===== src/rtl/rv32i_decode_queue.sv =====
// RV32I decode stage: decodes fetched instructions into bundles held in a
// DEPTH-entry FIFO so fetch and execute can stall independently of each other.
module rv32i_decode_queue #(
  parameter int XLEN  = 32,
  parameter int DEPTH = 4
) (
  input  logic                       clk,
  input  logic                       reset_n,
  input  logic                       flush,
  input  logic                       in_valid,
  output logic                       in_ready,
  input  logic [31:0]                in_instr,
  input  logic [XLEN-1:0]            in_pc,
  output logic                       out_valid,
  input  logic                       out_ready,
  output logic [XLEN-1:0]            out_pc,
  output logic [6:0]                 out_opcode,
  output logic [2:0]                 out_funct3,
  output logic [6:0]                 out_funct7,
  output logic [4:0]                 out_rs1,
  output logic [4:0]                 out_rs2,
  output logic [4:0]                 out_rd,
  output logic [XLEN-1:0]            out_imm,
  output logic                       out_illegal,
  output logic [$clog2(DEPTH):0]     occupancy
);

  localparam int PTR_W = $clog2(DEPTH);
  localparam int OCC_W = PTR_W + 1;

  localparam logic [6:0] OPC_LUI    = 7'b0110111;
  localparam logic [6:0] OPC_AUIPC  = 7'b0010111;
  localparam logic [6:0] OPC_JAL    = 7'b1101111;
  localparam logic [6:0] OPC_JALR   = 7'b1100111;
  localparam logic [6:0] OPC_BRANCH = 7'b1100011;
  localparam logic [6:0] OPC_LOAD   = 7'b0000011;
  localparam logic [6:0] OPC_STORE  = 7'b0100011;
  localparam logic [6:0] OPC_OPIMM  = 7'b0010011;
  localparam logic [6:0] OPC_OP     = 7'b0110011;
  localparam logic [6:0] OPC_MISC   = 7'b0001111;
  localparam logic [6:0] OPC_SYSTEM = 7'b1110011;

  typedef struct packed {
    logic [XLEN-1:0] pc;
    logic [6:0]      opcode;
    logic [2:0]      funct3;
    logic [6:0]      funct7;
    logic [4:0]      rs1;
    logic [4:0]      rs2;
    logic [4:0]      rd;
    logic [XLEN-1:0] imm;
    logic            illegal;
  } entry_t;

  // Full decode of one instruction; an illegal encoding keeps only opcode and pc.
  function automatic entry_t decode(input logic [31:0] instr, input logic [XLEN-1:0] pc);
    entry_t      e;
    logic [31:0] imm32;
    logic        bad;
    logic [2:0]  f3;
    logic [6:0]  f7;
    e     = '0;
    imm32 = 32'd0;
    f3    = instr[14:12];
    f7    = instr[31:25];
    bad   = (instr[1:0] != 2'b11);
    e.pc     = pc;
    e.opcode = instr[6:0];
    case (instr[6:0])
      OPC_LUI, OPC_AUIPC: begin
        e.rd  = instr[11:7];
        imm32 = {instr[31:12], 12'd0};
      end
      OPC_JAL: begin
        e.rd  = instr[11:7];
        imm32 = {{11{instr[31]}}, instr[31], instr[19:12], instr[20], instr[30:21], 1'b0};
      end
      OPC_JALR, OPC_LOAD, OPC_OPIMM, OPC_MISC, OPC_SYSTEM: begin
        e.rd     = instr[11:7];
        e.funct3 = f3;
        e.rs1    = instr[19:15];
        imm32    = {{20{instr[31]}}, instr[31:20]};
        if (instr[6:0] == OPC_JALR) begin
          bad = bad | (f3 != 3'b000);
        end else if (instr[6:0] == OPC_LOAD) begin
          bad = bad | (f3 == 3'b011) | (f3 == 3'b110) | (f3 == 3'b111);
        end else if (instr[6:0] == OPC_OPIMM) begin
          // shift-immediates reuse the top seven bits as a funct7-like field
          bad = bad | ((f3 == 3'b001) && (f7 != 7'b0000000))
                    | ((f3 == 3'b101) && (f7 != 7'b0000000) && (f7 != 7'b0100000));
        end else begin
          bad = bad;
        end
      end
      OPC_BRANCH: begin
        e.funct3 = f3;
        e.rs1    = instr[19:15];
        e.rs2    = instr[24:20];
        imm32    = {{19{instr[31]}}, instr[31], instr[7], instr[30:25], instr[11:8], 1'b0};
        bad      = bad | (f3 == 3'b010) | (f3 == 3'b011);
      end
      OPC_STORE: begin
        e.funct3 = f3;
        e.rs1    = instr[19:15];
        e.rs2    = instr[24:20];
        imm32    = {{20{instr[31]}}, instr[31:25], instr[11:7]};
        bad      = bad | (f3 >= 3'b011);
      end
      OPC_OP: begin
        e.rd     = instr[11:7];
        e.funct3 = f3;
        e.rs1    = instr[19:15];
        e.rs2    = instr[24:20];
        e.funct7 = f7;
        bad      = bad | ((f7 != 7'b0000000) && (f7 != 7'b0100000))
                       | ((f7 == 7'b0100000) && (f3 != 3'b000) && (f3 != 3'b101));
      end
      default: bad = 1'b1;
    endcase
    e.imm = XLEN'($signed(imm32));
    if (bad) begin
      e         = '0;
      e.pc      = pc;
      e.opcode  = instr[6:0];
      e.illegal = 1'b1;
    end
    return e;
  endfunction

  entry_t             mem_r [DEPTH];
  logic [PTR_W-1:0]   wr_ptr_r;
  logic [PTR_W-1:0]   rd_ptr_r;
  logic [OCC_W-1:0]   occ_r;
  logic               push_s;
  logic               pop_s;
  logic               in_ready_s;
  logic               out_valid_s;
  entry_t             head_s;

  assign in_ready_s  = (occ_r < OCC_W'(DEPTH));
  assign out_valid_s = (occ_r != {OCC_W{1'b0}});
  assign push_s      = in_valid & in_ready_s & ~flush;
  assign pop_s       = out_valid_s & out_ready & ~flush;

  // Pointer and occupancy bookkeeping; flush returns the queue to empty.
  always_ff @(posedge clk or negedge reset_n) begin
    if (!reset_n) begin
      wr_ptr_r <= {PTR_W{1'b0}};
      rd_ptr_r <= {PTR_W{1'b0}};
      occ_r    <= {OCC_W{1'b0}};
    end else if (flush) begin
      wr_ptr_r <= {PTR_W{1'b0}};
      rd_ptr_r <= {PTR_W{1'b0}};
      occ_r    <= {OCC_W{1'b0}};
    end else begin
      if (push_s) wr_ptr_r <= wr_ptr_r + PTR_W'(1);
      if (pop_s)  rd_ptr_r <= rd_ptr_r + PTR_W'(1);
      case ({push_s, pop_s})
        2'b10:   occ_r <= occ_r + OCC_W'(1);
        2'b01:   occ_r <= occ_r - OCC_W'(1);
        default: occ_r <= occ_r;
      endcase
    end
  end

  // Decoded-bundle storage, written at the write pointer on an accepted push.
  always_ff @(posedge clk or negedge reset_n) begin
    if (!reset_n) begin
      for (int i = 0; i < DEPTH; i++) mem_r[i] <= '0;
    end else if (push_s) begin
      mem_r[wr_ptr_r] <= decode(in_instr, in_pc);
    end
  end

  // Head entry presented only while valid so idle outputs read as zero.
  always_comb begin
    head_s = '0;
    if (out_valid_s) begin
      head_s = mem_r[rd_ptr_r];
    end else begin
      head_s = '0;
    end
  end

  assign in_ready    = in_ready_s;
  assign out_valid   = out_valid_s;
  assign out_pc      = head_s.pc;
  assign out_opcode  = head_s.opcode;
  assign out_funct3  = head_s.funct3;
  assign out_funct7  = head_s.funct7;
  assign out_rs1     = head_s.rs1;
  assign out_rs2     = head_s.rs2;
  assign out_rd      = head_s.rd;
  assign out_imm     = head_s.imm;
  assign out_illegal = head_s.illegal;
  assign occupancy   = occ_r;

endmodule


===== config.mk =====
export PLATFORM = sky130hd
export DESIGN_NAME = rv32i_decode_queue
export DESIGN_NICKNAME = d
export VERILOG_FILES = /design/src/rtl/rv32i_decode_queue.sv
export SDC_FILE = /design/constraint.sdc
export NUM_CORES = 1
export LEC_CHECK = 0
export CAP_MARGIN = 20
export CORE_MARGIN = 8
export CORE_UTILIZATION = 30
export CTS_CLUSTER_SIZE = 10
export DETAILED_ROUTE_END_ITERATION = 8
export PLACE_DENSITY_LB_ADDON = 0.25
export SLEW_MARGIN = 25
export SYNTH_ARGS = -nofsm -noshare
export SYNTH_HDL_FRONTEND = slang
export SYNTH_SLANG_ARGS = --single-unit

===== constraint.sdc =====
create_clock -name clk -period 3.5 [get_ports clk]
set_input_delay 1.05 -clock clk [delete_from_list [all_inputs] [get_ports clk]]
set_output_delay 1.05 -clock clk [all_outputs]
set_load 0.05 [all_outputs]

==> summary.txt <==
Status
  • Status: completed

Global routing
  • Met2 usage: 28.3%
  • Initial antenna violation count: 1
  • Gr usage total: 16.5%
  • Largest net degree at the start of global routing: 93
  • Total grt overflow: 0
  • First-pass GRT wire length: 91500 um
  • Met3 Track Usage GR: 3.31%
  • GRT met1 Usage: 20.9%
  • Most crowded layer after global routing: met2
  • Vias in the first global route: 15400

Logic synthesis
  • Post-synth top area cell: dfrtp_1
  • Top-area cell type share of the netlist area: 53.1%
  • Synth async-reset ratio: between 90% and 100%
  • Synthesized net count: ~1900
  • Mapped Area: between 15000 and 20000 um2
  • Sequential area share after synthesis: around 53%
  • Post-synth top cells: nand2_1, dfrtp_1, and2_1
  • Main flop type after synthesis: dfrtp_1
  • Register bit total from synthesis: 395
  • Synth Instances: 1837
  • Synthesized area per cell: 10.1 um2
  • Synth top area cells: dfrtp_1, nand2_1, mux4_2
  • Cell with the most instances after synthesis: nand2_1
  • Synth Warn #: 0
  • Post-synth EDFFs: 0
  • Synth cell types: 52

Setup path
  • Crit path arrival time: 2340 ps
  • Crit path max fanout: 29
  • Worst path required time: 2450 ps
  • Critical setup path kind: reg -> out
  • Crit. End Element: primary output
  • Startpoint types: flip-flop

Drt
  • Via-to-Cell Ratio: 5.10
  • First-pass DRT Iterations: 5
  • Routed Wire Length: between 50000 and 60000 um
  • Wire per inst: between 20 and 25 um
  • Detailed-route via count: roughly 14000
  • DRC Markers: 0
  • Post-route ant nets: 0
  • Initial drt markers: 878

Power and ir drop
  • Leakage: 10.4 nW
  • Reg power frac: between 30% and 40%
  • Int Power: 0.00990 W
  • Switch Pwr: 0.00533 W
  • Total Power: approximately 0.015 W
  • Logic pwr share: 32.4%
  • Clock power share: around 29%
  • PwrDens: 663 nW/um2
  • Peak supply drop: 0.000527 V
  • Sw frac: 35.0%

Timing
  • Period utilisation layout: 96.7%
  • Headroom to the max-slew limit: 53.4%
  • Worst slew pin tran: about 700 ps
  • Final Hold Vio Count: 0
  • Fmax: 295 MHz
  • Tmin final: 3390 ps
  • Unrepaired setup endpoints after global routing: false
  • Fin. max-slew vios: 0
  • Clock Skews: 12.8 ps
  • Setup Viol. Count Final: 0
  • Hold Worst Slack: 464 ps

Floorplanning
  • Starting Density: 30.3%
  • Die Area: 70300 um2
  • Die Height: 265 um
  • Core area: 61500 um2
  • Rows: 91
  • I/O pin count: ~170
  • Die width: 265 um

Clocking
  • Total clock sinks: 395
  • CTS H-tree depth: 2
  • Max clock buf depth: 3
  • Cts bufs inserted: 47
  • Clock transition at the registers of the reported paths: ~50 ps
  • TritonCTS clock tree: yes
  • Post-CTS Hold Fix Bufs: 0
  • CTS root buffer: clkbuf_16
  • Worst-Skew Late Latency: 570 ps

Place
  • GPL Wtd Cong: 0.783
  • IO Port Bufs: 170
  • Final HPWL DP: 38100 um
  • Placed Area: around 22000 um2

Cells and area
  • Ant. Diodes: 0
  • Ratio of cells with drive above 1 in the final layout: 18.5%
  • Cell area after layout: 23000 um2
  • Nets: roughly 2100
  • Number of fill cells: ~6100
  • FF/Latch Area: 9890 um2
  • Area delta synth->final: 23.3%
  • Multi-input logic area: 8140 um2

Job
  • Max cap viols: 0

Min path
  • Min-Delay Path Class: reg -> reg
-- routing by layer --
metal	wire length, um	vias up
met1	25000	7208
met4	1500	2
met3	3340	89
li1	-	6567
met2	28400	408
met5	13	-
-- placed cells by master, fill, tap and decap left out, types with 4 or more instances in the layout --
| cell | instances |
|---|---|
| nor2b_1 | 6 |
| mux2_2 | 5 |
| buf_4 | 153 |
| nand2_1 | 726 |
| and2_1 | 124 |
| o21ai_0 | 52 |
| o31ai_1 | 124 |
| o41ai_2 | 8 |
| o41ai_1 | 36 |
| and2_2 | 4 |
| clkbuf_1 | 11 |
| a22oi_1 | 5 |
| nand2b_1 | 5 |
| inv_1 | 6 |
| clkbuf_8 | 4 |
| clkbuf_16 | 49 |
| nor2_1 | 13 |
| nand2_4 | 4 |
| buf_12 | 33 |
| ha_1 | 4 |
| clkdlybuf4s50_1 | 72 |
| mux4_2 | 97 |
| a21oi_1 | 28 |
| dfrtp_1 | 393 |
-- metrics by stage --
stage          cells  worst slack [ps]  TNS, ps  utilization [%]
4_1_cts         2800              31.3        0             37.3
2_1_floorplan   1837               237        0                -
5_1_grt         2800              4.34        0             37.3
6_report        2800               114        0             37.3
3_5_place_dp    2734              -125    -7470             35.1
3_3_place_gp    2734              -110   -10470             35.1
-- final timing paths --
check | startpoint | cells after the start | slack, ps | end
worst max-delay path | rd_ptr_r[0] | 4 | 110 | out_illegal
worst min-delay path | mem_r[10] | 2 | 460 | mem_r[10]
worst max register to register | occupancy[2] | 8 | 1050 | occupancy[2]
worst min register to register | mem_r[10] | 2 | 460 | mem_r[10]
min in group asynchronous | reset_n | 1 | 510 | mem_r[21]
max in group asynchronous | reset_n | 2 | 2090 | mem_r[110]
-- layout make-up --
type	count	area share (%)
multi-input cells	1282	35.5
flip-flops and latches	395	43.1
repair buffers	260	11.2
clock buffers	64	5.76
clock inverters	2	0.0436
inverters	7	0.114
well taps	790	4.31
-- flip-flops by register name (all words and copies together) (netlist names) --
name,flops
mem_r,388
occupancy,3
rd_ptr_r,2
wr_ptr_r,2
-- kinds of logic after synthesis --
logic type / share of synthesized area (%)
AO/OA/AOI/OAI: 10.4
XOR/XNOR: 0.235
multiplexers: 12.1
flip-flops: 53.1
AND/OR/NAND/NOR: 20.3
adder cells (fa/ha/maj): 0.430
buffers and inverters: 3.42
-- power by group through the flow --
| stage | clock [W] | combinational [W] | sequential (W) |
|---|---|---|---|
| floorplan | 0 | 0.00334 | 0.00581 |
| global placement | 0 | 0.00498 | 0.00589 |
| detailed placement | 0 | 0.00504 | 0.00595 |
| CTS | 0.00457 | 0.00505 | 0.00587 |
| global route | 0.00474 | 0.00539 | 0.00598 |
| finish | 0.00442 | 0.00493 | 0.00587 |
-- repair_timing --
item / in CTS / in global routing
setup endpoints to repair: 0 / 2
resized for setup: 0 / 1
setup buffers: 0 / 0
-- worst max-delay path, stage by stage, from the launching register on --
cell     delay, ps
dfrtp_4        510
buf_16         270
mux4_2         600
and2_1         190
buf_4          180
No activity file was read; power rests on OpenSTA's default activity.
